File: src/rtl/ysyx_22041412_ifu_fetch_if.sv
// ----------------------------------------------------------------------------
// ysyx_22041412_ifu_fetch_if
//   Bundles every non-clock/reset signal of the instruction fetch stage:
//   the I-cache CPU port, the redirect request from the back end, and the
//   decode-side handshake.
//
//   Signal summary (directions as seen from the fetch stage):
//     icache_addr_o    out 32  fetch address, held for the whole request
//     icache_valid_o   out 1   fetch request, held until icache_ready_i
//     icache_data_i    in  32  instruction, valid only while icache_ready_i=1
//     icache_ready_i   in  1   one-cycle completion pulse
//     redirect_valid_i in  1   redirect request (single-cycle pulse)
//     redirect_pc_i    in  32  redirect target
//     id_valid_o       out 1   decode buffer head valid
//     id_pc_o          out 32  decode buffer head PC
//     id_inst_o        out 32  decode buffer head instruction
//     id_ready_i       in  1   decode accepts the head when id_valid_o=1
//
//   Modports:
//     master - the fetch stage
//     slave  - the environment (I-cache, back end and decode)
// ----------------------------------------------------------------------------
interface ysyx_22041412_ifu_fetch_if;
  logic [31:0] icache_addr_o;
  logic        icache_valid_o;
  logic [31:0] icache_data_i;
  logic        icache_ready_i;
  logic        redirect_valid_i;
  logic [31:0] redirect_pc_i;
  logic        id_valid_o;
  logic [31:0] id_pc_o;
  logic [31:0] id_inst_o;
  logic        id_ready_i;

  modport master (
    output icache_addr_o,
    output icache_valid_o,
    input  icache_data_i,
    input  icache_ready_i,
    input  redirect_valid_i,
    input  redirect_pc_i,
    output id_valid_o,
    output id_pc_o,
    output id_inst_o,
    input  id_ready_i
  );

  modport slave (
    input  icache_addr_o,
    input  icache_valid_o,
    output icache_data_i,
    output icache_ready_i,
    output redirect_valid_i,
    output redirect_pc_i,
    input  id_valid_o,
    input  id_pc_o,
    input  id_inst_o,
    output id_ready_i
  );
endinterface

File: src/rtl/ysyx_22041412_ifu_fetch.sv
// ----------------------------------------------------------------------------
// ysyx_22041412_ifu_fetch
//   Instruction fetch stage sitting directly in front of the I-cache.
//   Holds the PC, keeps at most one fetch outstanding on the I-cache CPU port
//   and buffers returned {pc, inst} pairs in a small circular FIFO that feeds
//   decode. A redirect flushes the FIFO and retargets the PC; a fetch that is
//   already in flight cannot be aborted, so its response is waited for and
//   thrown away.
//
//   Parameters:
//     RESET_PC    PC of the first fetch after reset
//     FIFO_DEPTH  decode buffer entries (power of two, >= 2)
//
//   Ports:
//     clk  clock
//     rst  asynchronous, active-high reset
//     bus  fetch interface (master side): I-cache port, redirect, decode port
//
//   The I-cache outputs are registered. The id_* outputs are a combinational
//   read of the FIFO head and read as zero whenever the FIFO is empty.
// ----------------------------------------------------------------------------
module ysyx_22041412_ifu_fetch #(
  parameter logic [31:0] RESET_PC   = 32'h8000_0000,
  parameter int          FIFO_DEPTH = 2
) (
  input  logic                              clk,
  input  logic                              rst,
  ysyx_22041412_ifu_fetch_if.master         bus
);

  localparam int PTR_W = (FIFO_DEPTH > 1) ? $clog2(FIFO_DEPTH) : 1;
  localparam int CNT_W = PTR_W + 1;

  localparam logic [CNT_W-1:0] DEPTH_C  = CNT_W'(FIFO_DEPTH);
  localparam logic [CNT_W-1:0] CNT_ZERO = CNT_W'(0);
  localparam logic [CNT_W-1:0] CNT_ONE  = CNT_W'(1);
  localparam logic [PTR_W-1:0] PTR_ZERO = PTR_W'(0);
  localparam logic [PTR_W-1:0] PTR_ONE  = PTR_W'(1);

  // IDLE: no request on the bus
  // REQ : request outstanding, response will be pushed into the FIFO
  // DROP: request outstanding, response will be discarded (redirected)
  typedef enum logic [1:0] {
    ST_IDLE = 2'd0,
    ST_REQ  = 2'd1,
    ST_DROP = 2'd2
  } state_e;

  // Redirect targets are forced onto a word boundary.
  function automatic logic [31:0] word_align(input logic [31:0] addr);
    return addr & 32'hFFFF_FFFC;
  endfunction

  // --------------------------------------------------------------------------
  // State
  // --------------------------------------------------------------------------
  state_e            state_q, state_d;
  logic [31:0]       pc_q, pc_d;
  logic [31:0]       addr_q, addr_d;
  logic              valid_q, valid_d;

  logic [31:0]       fifo_pc_q   [FIFO_DEPTH];
  logic [31:0]       fifo_pc_d   [FIFO_DEPTH];
  logic [31:0]       fifo_inst_q [FIFO_DEPTH];
  logic [31:0]       fifo_inst_d [FIFO_DEPTH];
  logic [PTR_W-1:0]  rd_ptr_q, rd_ptr_d;
  logic [PTR_W-1:0]  wr_ptr_q, wr_ptr_d;
  logic [CNT_W-1:0]  count_q, count_d;

  // FSM -> FIFO control
  logic              push_s;
  logic              pop_s;
  logic              flush_s;
  logic              fifo_nonempty_s;
  logic [CNT_W-1:0]  count_after_pop_s;

  assign fifo_nonempty_s = (count_q != CNT_ZERO);

  // --------------------------------------------------------------------------
  // Decode-side outputs: combinational view of the FIFO head
  // --------------------------------------------------------------------------
  assign bus.id_valid_o = fifo_nonempty_s;
  assign bus.id_pc_o    = fifo_nonempty_s ? fifo_pc_q[rd_ptr_q]   : 32'h0000_0000;
  assign bus.id_inst_o  = fifo_nonempty_s ? fifo_inst_q[rd_ptr_q] : 32'h0000_0000;

  assign bus.icache_addr_o  = addr_q;
  assign bus.icache_valid_o = valid_q;

  // Pop gating and the occupancy seen by the issue decision.
  always_comb begin
    pop_s = 1'b0;
    count_after_pop_s = count_q;
    // A redirect cancels a same-cycle pop; the FIFO is flushed instead.
    if (fifo_nonempty_s && bus.id_ready_i && !bus.redirect_valid_i) begin
      pop_s = 1'b1;
      count_after_pop_s = count_q - CNT_ONE;
    end else begin
      pop_s = 1'b0;
      count_after_pop_s = count_q;
    end
  end

  // Fetch FSM: next state, PC, I-cache request registers, push/flush control.
  always_comb begin
    state_d = state_q;
    pc_d    = pc_q;
    addr_d  = addr_q;
    valid_d = valid_q;
    push_s  = 1'b0;
    flush_s = 1'b0;

    // A redirect always wins the PC and empties the buffer, whatever state
    // the request port is in.
    if (bus.redirect_valid_i) begin
      pc_d    = word_align(bus.redirect_pc_i);
      flush_s = 1'b1;
    end else begin
      pc_d    = pc_q;
      flush_s = 1'b0;
    end

    case (state_q)
      ST_IDLE: begin
        // Space is judged after this cycle's pop, so the push that ends the
        // request can never meet a full FIFO.
        if (!bus.redirect_valid_i && (count_after_pop_s < DEPTH_C)) begin
          state_d = ST_REQ;
          addr_d  = pc_q;
          valid_d = 1'b1;
        end else begin
          state_d = ST_IDLE;
        end
      end

      ST_REQ: begin
        if (bus.icache_ready_i) begin
          valid_d = 1'b0;
          state_d = ST_IDLE;
          if (!bus.redirect_valid_i) begin
            push_s = 1'b1;
            pc_d   = addr_q + 32'd4;
          end else begin
            // Response arrives together with a redirect: discard it.
            push_s = 1'b0;
          end
        end else if (bus.redirect_valid_i) begin
          // Request cannot be withdrawn; keep it up and drop its response.
          state_d = ST_DROP;
        end else begin
          state_d = ST_REQ;
        end
      end

      ST_DROP: begin
        if (bus.icache_ready_i) begin
          valid_d = 1'b0;
          state_d = ST_IDLE;
        end else begin
          state_d = ST_DROP;
        end
      end

      default: begin
        state_d = ST_IDLE;
        valid_d = 1'b0;
      end
    endcase
  end

  // Decode FIFO: storage write, pointer and occupancy update.
  always_comb begin
    fifo_pc_d   = fifo_pc_q;
    fifo_inst_d = fifo_inst_q;
    rd_ptr_d    = rd_ptr_q;
    wr_ptr_d    = wr_ptr_q;
    count_d     = count_q;

    if (flush_s) begin
      rd_ptr_d = PTR_ZERO;
      wr_ptr_d = PTR_ZERO;
      count_d  = CNT_ZERO;
    end else begin
      if (push_s) begin
        fifo_pc_d[wr_ptr_q]   = addr_q;
        fifo_inst_d[wr_ptr_q] = bus.icache_data_i;
        // Depth is a power of two, so the pointer wraps by overflow.
        wr_ptr_d = wr_ptr_q + PTR_ONE;
      end else begin
        wr_ptr_d = wr_ptr_q;
      end

      if (pop_s) begin
        rd_ptr_d = rd_ptr_q + PTR_ONE;
      end else begin
        rd_ptr_d = rd_ptr_q;
      end

      case ({push_s, pop_s})
        2'b10:   count_d = count_q + CNT_ONE;
        2'b01:   count_d = count_q - CNT_ONE;
        default: count_d = count_q;
      endcase
    end
  end

  // State, PC and I-cache request registers.
  always_ff @(posedge clk or posedge rst) begin
    if (rst) begin
      state_q <= ST_IDLE;
      pc_q    <= RESET_PC;
      addr_q  <= RESET_PC;
      valid_q <= 1'b0;
    end else begin
      state_q <= state_d;
      pc_q    <= pc_d;
      addr_q  <= addr_d;
      valid_q <= valid_d;
    end
  end

  // Decode FIFO registers.
  always_ff @(posedge clk or posedge rst) begin
    if (rst) begin
      fifo_pc_q   <= '{default: 32'h0000_0000};
      fifo_inst_q <= '{default: 32'h0000_0000};
      rd_ptr_q    <= PTR_ZERO;
      wr_ptr_q    <= PTR_ZERO;
      count_q     <= CNT_ZERO;
    end else begin
      fifo_pc_q   <= fifo_pc_d;
      fifo_inst_q <= fifo_inst_d;
      rd_ptr_q    <= rd_ptr_d;
      wr_ptr_q    <= wr_ptr_d;
      count_q     <= count_d;
    end
  end

endmodule

File: src/flat_wrapper.sv
// flat-port wrapper written by rule: the top's interface ports become plain ports
module ysyx_22041412_ifu_fetch_flat 
#(
  parameter logic [31:0] RESET_PC   = 32'h8000_0000,
  parameter int          FIFO_DEPTH = 2
)
  (clk, rst, bus_icache_addr_o, bus_icache_valid_o, bus_icache_data_i, bus_icache_ready_i, bus_redirect_valid_i, bus_redirect_pc_i, bus_id_valid_o, bus_id_pc_o, bus_id_inst_o, bus_id_ready_i);
  ysyx_22041412_ifu_fetch_if bus_i ();
  input  logic clk;
  input  logic rst;
  output wire logic [$bits(bus_i.icache_addr_o)-1:0] bus_icache_addr_o;
  output wire logic [$bits(bus_i.icache_valid_o)-1:0] bus_icache_valid_o;
  input wire logic [$bits(bus_i.icache_data_i)-1:0] bus_icache_data_i;
  input wire logic [$bits(bus_i.icache_ready_i)-1:0] bus_icache_ready_i;
  input wire logic [$bits(bus_i.redirect_valid_i)-1:0] bus_redirect_valid_i;
  input wire logic [$bits(bus_i.redirect_pc_i)-1:0] bus_redirect_pc_i;
  output wire logic [$bits(bus_i.id_valid_o)-1:0] bus_id_valid_o;
  output wire logic [$bits(bus_i.id_pc_o)-1:0] bus_id_pc_o;
  output wire logic [$bits(bus_i.id_inst_o)-1:0] bus_id_inst_o;
  input wire logic [$bits(bus_i.id_ready_i)-1:0] bus_id_ready_i;
  assign bus_icache_addr_o = bus_i.icache_addr_o;
  assign bus_icache_valid_o = bus_i.icache_valid_o;
  assign bus_i.icache_data_i = bus_icache_data_i;
  assign bus_i.icache_ready_i = bus_icache_ready_i;
  assign bus_i.redirect_valid_i = bus_redirect_valid_i;
  assign bus_i.redirect_pc_i = bus_redirect_pc_i;
  assign bus_id_valid_o = bus_i.id_valid_o;
  assign bus_id_pc_o = bus_i.id_pc_o;
  assign bus_id_inst_o = bus_i.id_inst_o;
  assign bus_i.id_ready_i = bus_id_ready_i;
  ysyx_22041412_ifu_fetch #(.RESET_PC(RESET_PC), .FIFO_DEPTH(FIFO_DEPTH)) u_core (.clk(clk), .rst(rst), .bus(bus_i));
endmodule
File: config.mk
export PLATFORM = sky130hd
export DESIGN_NAME = ysyx_22041412_ifu_fetch_flat
export DESIGN_NICKNAME = d
export VERILOG_FILES = /design/src/rtl/ysyx_22041412_ifu_fetch_if.sv /design/src/rtl/ysyx_22041412_ifu_fetch.sv /design/src/flat_wrapper.sv
export SDC_FILE = /design/constraint.sdc
export NUM_CORES = 1
export LEC_CHECK = 0
export ABC_CLOCK_PERIOD_IN_PS = 8500
export BUFFER_PORTS_ARGS = -buffer_cell sky130_fd_sc_hd__buf_2
export CAP_MARGIN = 20
export CORE_UTILIZATION = 35
export DETAILED_ROUTE_END_ITERATION = 8
export GPL_TIMING_DRIVEN = 0
export PLACE_DENSITY = 0.58
export SKIP_LAST_GASP = 1
export SYNTH_ARGS = -nofsm -noshare
export SYNTH_HDL_FRONTEND = slang
export SYNTH_SLANG_ARGS = --single-unit
File: constraint.sdc
create_clock -name clk -period 8.5 [get_ports clk]
set_clock_uncertainty 0.05 [all_clocks]
set_input_delay 1.275 -clock clk [delete_from_list [all_inputs] [get_ports clk]]
set_output_delay 1.275 -clock clk [all_outputs]
set_load 0.02 [all_outputs]
==> results_dict.tcl <==
set metrics [dict create \
    status "finished, final reports clean" \
    power.leakage_nw 5.19 \
    fin_area_mm2 0.0112 \
    area_growth_pct 20.2 \
    grt_pass1_vias 6322 \
    core.rowCount 59 \
    fmax_ghz 0.257 \
    slew_headroom_pct 47.5 \
    reg2reg_depth 8 \
    ant_nets 0 \
    path_class "flip-flop to output port" \
    io_pins 167 \
    worstSetupStartpointType "flip-flop" \
    hold_end "u_core.fifo_inst_q[36]" \
    ys_ff_latch 199 \
    period_share_pct 45.8 \
    r2r_end "u_core.fifo_pc_q[56]" \
    wl_um 23200 \
    drc 0 \
    layout.nets 1019 \
    holdPathStages 1 \
    r2r-start "u_core.state_q[1]" \
    drt_iter0_drc 221 \
    routedWlPerCell_um 18.0 \
    worstHoldStart "u_core.fifo_inst_q[36]" \
    cts-buffers-inserted 17 \
    avgSynthCellArea_um2 12.3 \
    hold_viol_final 0 \
    dp_hpwl_um 16300 \
    ctsResizeCount 0 \
    netlist_instances 760 \
    gp_congestion 0.760 \
    clk_pin_slew_ns 0.07 \
    htree_levels 4 \
    final_cell_mix "dfrtp_1 (197), buf_2 (178), mux2_2 (150), nor2_1 (86), mux2i_1 (67)" \
    antennaDiodeCount 0 \
    place_area_mm2 0.0106 \
    fin_ws_ns 4.61 \
    cts_buffer_depth 2 \
    antenna_found_initial 0 \
    min_period_ns 3.89 \
    cts_setup_buffers 0 \
    pre_cts_ws_ns 5.00 \
    die_height_um 165 \
    reg2reg_slack_ns 6.01 \
    track_usage_pct 17.7 \
    drt-vias-per-instance 4.93 \
    required_ns 7.17 \
    num_vias 6370 \
    core-area_mm2 0.0261 \
    final-max-slew-violation-count 0 \
    mappedNetlistArea_mm2 0.00932 \
    layout_commonest_cell "dfrtp_1" \
    die_x_um 165 \
    firstDrtPassIters 4 \
    holdBufCountCts 0 \
    die_area_mm2 0.0273 \
    yosys_warnings 0 \
    power.total_w 0.00385 \
    cts_tree "built" \
    synthDistinctLibCells 45 \
    synthArstFlopShare_pct 100 \
    clk_latency_ns 0.44 \
    maxUsedRoutingLayer "met4" \
    synth-edff-count 0 \
    cp.arrival_ns 2.57 \
    synth-main-ff-cell "dfrtp_1" \
    wl_met3_um 1170 \
    max_cap_viol_count 0 \
    drive_gt1_share_pct 40.1 \
    hold_slack_ns 0.434 \
    p_per_area_mw_per_mm2 344 \
    rsz0062_at_grt "false" \
    finalSetupViolations 0 \
    ir_drop_mv 0.146 \
    grt_max_degree 107 \
    routedLengthMet1_um 11100 \
    synthesis.nets 836 \
    grt_pass1_wl_um 36400 \
    fin_util_pct 43.0 \
    hold_class "flip-flop to flip-flop" \
    numPortBuffers 163 \
    routed-wl-met2_um 10800 \
    worstMarginPinSlew_ns 0.788 \
    cts-root-buf "clkbuf_16" \
    cts.sinks 199 \
    end_kind "output port" \
    yosysSeqAreaShare_pct 53.5 \
    grt_overflow 0 \
    initial_utilization_pct 35.8 \
    cp_max_fo 10 \
]
==> per-stage QoR <==
| stage | cells | setup TNS (ns) |
|---|---|---|
| 5_1_grt | 1291 | 0 |
| 6_report | 1291 | 0 |
| 2_1_floorplan | 760 | 0 |
| 4_1_cts | 1291 | 0 |
| 3_3_place_gp | 1258 | -154.22 |
| 3_5_place_dp | 1259 | 0 |
==> Yosys cell counts, types with 7 or more instances <==
cell type	count	area (um2)
buf_2	15	75.1
dfrtp_1	197	4930
nand3_1	13	65.1
mux2i_1	67	671
ha_1	7	87.6
clkbuf_1	16	60.1
nor2b_1	9	56.3
nand4_1	8	50.1
nand2_1	38	143
inv_1	12	45.0
a211oi_1	10	75.1
mux2_2	150	1690
a21oi_1	23	115
xnor2_1	8	70.1
o21ai_0	14	70.1
xor2_1	24	210
mux2_1	7	78.8
nor2_1	86	323
==> where the power goes <==
group          switching (W)  internal (W)
registers           0.000303       0.00131
logic               0.000748      0.000642
clock network       0.000395      0.000449
total                0.00145       0.00240
==> critical path: stages, from the launching register on <==
cell and delay [ns]:
dfrtp_1 0.42, inv_1 0.09, ha_1 0.16, clkbuf_1 0.54
clkbuf_1 0.56, nor2_1 0.17, buf_2 0.20
==> state kept, by name (all words and copies together), names as in the netlist, 2 cells and up <==
register,count
u_core.bus.icache_addr_o,32
u_core.fifo_inst_q,64
u_core.count_q,2
u_core.fifo_pc_q,64
u_core.pc_q,32
u_core.state_q,2
==> how the worst max path moves through the flow <==
stage	depth (start not counted)	slack [ns]	from	end
3_3_place_gp	2	-0.80	rst	u_core.fifo_pc_q[50]
2_1_floorplan	1	1.75	rst	u_core.bus.icache_addr_o[0]
4_1_cts	6	4.54	u_core.count_q[1]	bus_id_pc_o[6]
5_1_grt	6	4.45	u_core.count_q[1]	bus_id_pc_o[6]
3_5_place_dp	7	5.00	bus_redirect_valid_i	u_core.count_q[1]
6_report	6	4.61	u_core.count_q[1]	bus_id_pc_o[6]
==> metal layers <==
layer,vias up,track usage (%)
met4,0,4.25
met1,3165,24.8
met2,164,28.3
met5,-,0
met3,14,3.00
li1,3027,-
==> logic make-up after synthesis <==
kind of cell | synth area share (%)
muxes | 26.2
DFF | 53.5
and+or+nand+nor | 9.06
AOI/OAI and AO/OA | 4.39
buffers and inverters | 2.98
xor gates and xnor gates | 3.01
adders and majority gates | 0.940
==> cell type report <==
class,instances,area [um2]
buffer,45,233
sequential,199,4980
multi-input combinational,504,4060
clock buffer,18,429
inverter,12,52.6
clock inverter,14,185
timing repair buffer,164,843
fill,2498,14900
tap,335,419
Power figures use the tool's default switching activity.
